### config.mk
export PLATFORM = sky130hd
export DESIGN_NAME = rsa_modexp_seq
export DESIGN_NICKNAME = d
export VERILOG_FILES = /design/src/rtl/rsa_modexp_seq.sv
export SDC_FILE = /design/constraint.sdc
export NUM_CORES = 2
export LEC_CHECK = 0
export ABC_AREA = 1
export CAP_MARGIN = 30
export CORE_AREA = 2 2 412 414
export CTS_BUF_LIST = sky130_fd_sc_hd__clkbuf_4
export CTS_CLUSTER_DIAMETER = 50
export CTS_CLUSTER_SIZE = 20
export DETAILED_ROUTE_END_ITERATION = 6
export DIE_AREA = 0 0 414 416
export GPL_TIMING_DRIVEN = 0
export SETUP_SLACK_MARGIN = 0.4
export SLEW_MARGIN = 25
export SYNTH_ARGS = -nofsm -noshare
export SYNTH_HDL_FRONTEND = slang
export SYNTH_SLANG_ARGS = --single-unit
### constraint.sdc
create_clock -name clk -period 3.3 [get_ports clk]
set_input_delay 0.66 -clock clk [delete_from_list [all_inputs] [get_ports clk]]
set_output_delay 0.66 -clock clk [all_outputs]
set_load 0.05 [all_outputs]
### src/rtl/rsa_modexp_seq.sv
// Square-and-multiply sequencer for modular exponentiation: walks the exponent MSB-first
// and issues one LOAD/SQUARE/MULT op at a time. Optional watchdog: RSA_SEQ_WATCHDOG_EN.
module rsa_modexp_seq #(
   parameter int EXP_W = 1024,
   parameter int CNT_W = 16,
   parameter int TMO_W = 12
) (
   input  logic             clk,
   input  logic             rst,
   input  logic             start,
   input  logic [EXP_W-1:0] exp,
   output logic             busy,
   output logic             done,
   output logic             op_start,
   output logic [1:0]       op_code,
   input  logic             op_done,
   output logic [CNT_W-1:0] op_count,
   output logic             error
);
   localparam int BL_W = $clog2(EXP_W + 1);

   typedef enum logic [2:0] {S_IDLE, S_SCAN, S_ISSUE, S_WAIT, S_DONE} state_t;
   typedef enum logic [1:0] {OP_LOAD_ONE, OP_LOAD_BASE, OP_SQUARE, OP_MULT} op_t;

   state_t           state, state_nx;
   op_t              next_op, next_op_nx;
   logic [EXP_W-1:0] e_reg, e_nx;
   logic [BL_W-1:0]  bits_left, bits_nx;
   logic             bit_reg, bit_nx;
   logic             last, last_nx;
   logic [CNT_W-1:0] cnt_nx;
`ifdef RSA_SEQ_WATCHDOG_EN
   logic [TMO_W-1:0] tmo, tmo_nx;
   logic             err_q, err_nx;
`endif

   assign busy     = (state == S_SCAN) || (state == S_ISSUE) || (state == S_WAIT);
   assign done     = (state == S_DONE);
   assign op_start = (state == S_ISSUE);
   assign op_code  = next_op;

   always_comb begin
      // NOTE: every variable gets a default before the case so no path infers a latch.
      state_nx   = state;
      next_op_nx = next_op;
      e_nx       = e_reg;
      bits_nx    = bits_left;
      bit_nx     = bit_reg;
      last_nx    = last;
      cnt_nx     = op_count;
`ifdef RSA_SEQ_WATCHDOG_EN
      tmo_nx     = tmo;
      err_nx     = err_q;
`endif
      case (state)
         S_IDLE: begin
            if (start) begin
               e_nx     = exp;
               bits_nx  = BL_W'(EXP_W);
               cnt_nx   = '0;
               last_nx  = 1'b0;
               state_nx = S_SCAN;
`ifdef RSA_SEQ_WATCHDOG_EN
               err_nx   = 1'b0;
`endif
            end
         end
         S_SCAN: begin
            bit_nx  = e_reg[EXP_W-1];
            e_nx    = e_reg << 1;
            bits_nx = bits_left - BL_W'(1);
            if (e_reg[EXP_W-1]) begin
               next_op_nx = OP_LOAD_BASE;
               state_nx   = S_ISSUE;
            end else if (bits_left == BL_W'(1)) begin
               // All-zero exponent: the result is simply 1.
               next_op_nx = OP_LOAD_ONE;
               last_nx    = 1'b1;
               state_nx   = S_ISSUE;
            end
         end
         S_ISSUE: begin
            if (op_count != '1) cnt_nx = op_count + CNT_W'(1);
            state_nx = S_WAIT;
`ifdef RSA_SEQ_WATCHDOG_EN
            tmo_nx   = '0;
`endif
         end
         S_WAIT: begin
            if (op_done) begin
               if (last) begin
                  state_nx = S_DONE;
               end else if (next_op == OP_SQUARE && bit_reg) begin
                  next_op_nx = OP_MULT;
                  state_nx   = S_ISSUE;
               end else if (bits_left == '0) begin
                  state_nx = S_DONE;
               end else begin
                  bit_nx     = e_reg[EXP_W-1];
                  e_nx       = e_reg << 1;
                  bits_nx    = bits_left - BL_W'(1);
                  next_op_nx = OP_SQUARE;
                  state_nx   = S_ISSUE;
               end
`ifdef RSA_SEQ_WATCHDOG_EN
            end else if (tmo == '1) begin
               err_nx   = 1'b1;
               state_nx = S_DONE;
            end else begin
               tmo_nx = tmo + TMO_W'(1);
`endif
            end
         end
         S_DONE:  state_nx = S_IDLE;
         default: state_nx = S_IDLE;
      endcase
   end

   // NOTE: sequential state uses non-blocking assignments so all registers update together.
   always_ff @(posedge clk) begin
      if (rst) begin
         state     <= S_IDLE;
         next_op   <= OP_LOAD_ONE;
         e_reg     <= '0;
         bits_left <= '0;
         bit_reg   <= 1'b0;
         last      <= 1'b0;
         op_count  <= '0;
`ifdef RSA_SEQ_WATCHDOG_EN
         tmo       <= '0;
         err_q     <= 1'b0;
`endif
      end else begin
         state     <= state_nx;
         next_op   <= next_op_nx;
         e_reg     <= e_nx;
         bits_left <= bits_nx;
         bit_reg   <= bit_nx;
         last      <= last_nx;
         op_count  <= cnt_nx;
`ifdef RSA_SEQ_WATCHDOG_EN
         tmo       <= tmo_nx;
         err_q     <= err_nx;
`endif
      end
   end

`ifdef RSA_SEQ_WATCHDOG_EN
   assign error = err_q;
`else
   assign error = |{TMO_W{1'b0}};
`endif

endmodule
Word-level counts from Yosys, hierarchy flattened
Index checks and enable logic that the tools add are counted.

storage, ports and cells
  flip-flop bits (word level) = 1058
  input port bits = 1028
  output and inout bits = 22
  word-level logic and storage cells = 80

cells by class
  add/sub/neg operators = 2
  equality and inequality tests = 17
  mux-type cells = 39
  reductions and logical operators = 15

operators with widths
  cell                     number
  $mux W1024               5
  $pmux W1024 S3           1
  $mux W11                 5
  $pmux W11 S3             1
  $mux W16                 2
  $pmux W16 S2             1
  $mux W3                  7
  $add A16 B1 Y16 const B  1
  $ne A16 B16 Y1 const B   1
  $mux W2                  6
  $ne A2 B2 Y1 const B     6
  $pmux W3 S4              1
  $eq A11 B1 Y1 const B    1
  $logic_not A11 Y1        1
  $sub A11 B1 Y11 const B  1
  $reduce_and A5 Y1        2
  $mux W1                  7
  $eq A3 B2 Y1 const B     2
  $reduce_and A3 Y1        2
  $reduce_and A6 Y1        1
  $reduce_bool A2 Y1       3
  $ne A2 B1 Y1 const B     2
  $pmux W1 S2              2
  $pmux W2 S2              1
  other kinds (10)         11

Logic depth before layout (Yosys ltp)
  depth in word-level cells = 6
  depth in mapped cells = 13
  gate-level depth less buffers = 11

Worst setup path after synthesis
OpenSTA, ideal clock, no wires.

  path kind = flip-flop to flip-flop
  from = reg op_count[0]
  to = reg op_count[0]
  setup time = 0.070 ns
  arrival time = 2.185 ns
  data required time = 3.230 ns
  slack = 1.045 ns
  stages on the path, launching flop included = 9
  path buffers = 1
  period minus slack after synthesis = 2.255 ns
  cells stage by stage = dfxtp_1 ha_1 nand3_1 nor3_1 nand3_1 nand2_1 buf_2 nand2_1 a21oi_1

on the way
  cells in the longest elaborated chain, start to end = 3
  elaborated cells between the ends (all ways) = 6
  those cells by class = 1 x add/sub; 2 x eq/ne; 2 x mux; 1 x reduce/logical

RTL lines
  what                                               line  text
  from (decl)                                        17    output logic [CNT_W-1:0] op_count,
  from (signal assigned)                             140   op_count <= cnt_nx;
  $add A16 B1 Y16 or $ne A16 B16 Y1 (tied branches)  83    if (op_count != '1) cnt_nx = op_count + CNT_W'(1);
  $mux W16 or $ne A2 B1 Y1 (tied branches)           -
  $pmux W16 S2 or $reduce_and A3 Y1 (tied branches)  -

Several ways; a longest one is shown, not always the timed one. The select of a mux whose other input is x is not followed.
A chain may end at the register's enable or synchronous reset.

Final worst setup path
  from = reg state[2]
  to = out op_start

on the way
  cells in the longest elaborated chain, start to end = 1

RTL lines
  what                    line  text
  from (decl)             25    state_t state, state_nx;
  from (signal assigned)  134   state <= state_nx;
  $eq A3 B2 Y1            39    assign op_start = (state == S_ISSUE);
  to (decl)               14    output logic op_start,

No other way between the ends.

==> metrics.cfg <==
[worst_setup_path]
slowest_delay_ns=0.34
path_class=register to output port
crit_chain=buf_6 -> nor2_4 -> nand2_4 -> inv_8 -> buf_8
crit_buf_inv=3
cp_max_fo=5
path_delay_family=flip-flops
cpMaxStageDelayCell=dfxtp_2
critPathRequiredTime_ns=2.64
startpoint_type=register
cp-end-kind=output port
critPathArrivalTime_ns=2.17

[sta]
fmax_mhz=353
fin_ws_ns=0.467
finalHoldViolCount=0
period_minus_slack_ns=2.83
finClkSkew_ns=0.118
worstMarginPinSlew_ns=0.968
finalMaxSlewViolations=0
timing.final.crit_share_pct=85.8
slew_headroom_pct=35.5
setup_violations=0
rsz0062_at_grt=yes

[pwr]
p_leak_nw=31.7
vdd_drop_max_mv=0.390
pwr_density_cell_nw_per_um2=561

[logic_synthesis]
synth_cells=8098
synthMuxAreaShare_pct=0
yosys.area_share.simple_pct=40.8
yosysWarnings=0
synth_compound_area_share_pct=10.7
syn_area_um2=49600
syn_avg_cell_area_um2=6.12
synth-edff-count=0
synth_nets=9130
synthDistinctLibCells=31
ys_seq_area_share_pct=42.7
synth_top_family_by_area=simple AND/OR/NAND/NOR gates
synthXorXnorAreaFrac_pct=0.0530
yosys.area_share.adder_pct=0.101
synth-seq-cells=1058
async_flop_share_pct=0
synth-main-ff-cell=dfxtp_1

[routing]
drtIter0Drc=3952
drc_errors=0
num_vias=55600
wl_um=198000
dr.pass1.iters=6
viasPerCell=4.62
antenna_left=0
avgRoutedWirePerCell_um=16.4

[final_layout]
largest_reg_flops=1024
nets=10700
area_growth_pct=38.9
n_fill_cell=17700
drive_above_1_share_pct=5.19
final_util_pct=41.0

[cts]
cts_root_buf=clkbuf_4
clkTransAtPathRegs_ns=0.15
cts_buffers=133
insertion_delay_ns=1.21
cts_tree=done
cts_num_sinks=1058
cts_htree_levels=4
cts_buffer_depth=3

[grt]
overflow=0
grt_pass1_wl_um=299000
antenna_found_initial=89
grt_max_degree=18
grt_pass1_vias=52600
grt_usage_pct=22.0

[floorplanning]
rows=151
ioPinCount=1050
initial_utilization_pct=29.5
dieArea_um2=172000
die_h_um=416
die_w_um=414
core-area_um2=168000

[worst_hold_path]
min_path_type=input pin to register

[placed_design]
pre_cts_slack_ns=-0.420
io_buffers=1048
routabilityCongestion=0.926
hpwl_um=149000

[status]
outcome=finished clean

[run]
max-cap-violations=0

-- synthesized netlist by cell type, types with 3 or more instances --
master / number / area share, %
clkbuf_1: 372 / 2.8
nand3_1: 27 / 0.27
o21ai_0: 826 / 8.3
buf_4: 34 / 0.51
nand4_1: 8 / 0.10
buf_2: 139 / 1.4
ha_1: 4 / 0.10
inv_2: 5 / 0.038
nor2_2: 4 / 0.050
a21oi_1: 25 / 0.25
dfxtp_1: 1058 / 43
buf_6: 20 / 0.45
o21ai_1: 206 / 2.1
nor3_1: 7 / 0.071
o21bai_1: 3 / 0.045
inv_1: 44 / 0.33
nand2_1: 3183 / 24
nor2_1: 2108 / 16
buf_1: 8 / 0.061
or2_2: 3 / 0.038
xor2_1: 3 / 0.053
-- routing by layer --
| layer | share of wire (%) | global-route usage, % | vias up |
|---|---|---|---|
| li1 | - | - | 28300 |
| met1 | 41 | 25.9 | 25200 |
| met2 | 48 | 37.8 | 1683 |
| met3 | 6.0 | 4.68 | 432 |
| met4 | 4.5 | 10.9 | 42 |
| met5 | 0.13 | 0 | - |
-- repair_timing --
item                                    CTS  global route
buffers inserted                         10            10
pin swaps                                 3             3
hold buffers                            335             0
endpoints found under the setup margin  620           121
endpoints found under the hold margin   335             0
resized for setup                       114             9
-- kinds of logic after synthesis --
family | after synthesis
simple gates | 5348
buf+inv | 623
fa+ha+maj | 4
other cells | 1
flops | 1058
compound gates | 1061
xor+xnor | 3
-- layout by cell type, fill, tap and decap left out, drive strengths merged, types with 25 or more instances in the layout --
master / instances
nand2: 3185
nor2: 2114
dfxtp: 1058
o21ai: 1032
clkdlybuf4s50: 1027
clkbuf: 519
dlygate4sd3: 335
buf: 229
inv: 74
diode: 68
clkinv: 44
nand3: 27
a21oi: 25
-- path summary, 6_finish.rpt --
kind                               from                       to  slack (ns)  cells past startpoint
setup / recovery  state[2]$_SDFFE_PP0P_                 op_start        0.47                      5
hold / removal                 exp[944]  e_reg[944]$_SDFFE_PP0P_        0.17                      5
setup reg to reg  state[0]$_SDFFE_PP0P_  e_reg[423]$_SDFFE_PP0P_        0.64                     10
hold reg to reg    bit_reg$_SDFFE_PP0P_     bit_reg$_SDFFE_PP0P_        0.48                      2
-- power by group --
| group | internal, W | leakage, nW | switching, W | total (W) |
|---|---|---|---|---|
| Sequential | 0.0154 | 8.79 | 0.00127 | 0.0167 |
| Clock | 0.00383 | 1.20 | 0.00549 | 0.00932 |
| Combinational | 0.00483 | 21.7 | 0.00779 | 0.0126 |
-- cell type report --
type                       instances  area, µm²  share of cell area, %
multi-input combinational       6417      25600                   37.2
clock inverter                    98       1120                   1.63
clock buffer                     147       1100                   1.60
inverter                          50        205                  0.298
antenna                           68        170                  0.247
timing repair buffer            1404      14000                   20.4
sequential                      1058      21200                   30.8
buffer                           573       2620                   3.81
tap                             2218       2780                   4.03
-- through the flow --
step / total power, W / std cells / TNS [ns] / hold WS [ns] / cell area [µm²]
finish: 0.0386 / 12000 / 0 / 0.165 / 68900
global route: 0.0414 / 12000 / 0 / 0.0178 / 68800
CTS: 0.0388 / 12000 / 0 / 0.000153 / 68600
detailed placement: 0.0290 / 11400 / -57.62 / 0.458 / 62900
global placement: 0.0287 / 11400 / -201.77 / 0.450 / 62800
floorplan: 0.0247 / 8098 / 0 / 0.439 / 49600
-- worst reg2reg max path: stages (launching register included) --
cell      delay [ns]
dfxtp_4         0.41
inv_4           0.06
nor2_4          0.19
buf_4           0.32
buf_4           0.25
clkbuf_1        0.51
clkbuf_1        0.42
nand2_1         0.11
nand2_1         0.09
nor2_1          0.04
nor2_1          0.10
Note: power is estimated with default switching activity, not from simulation.
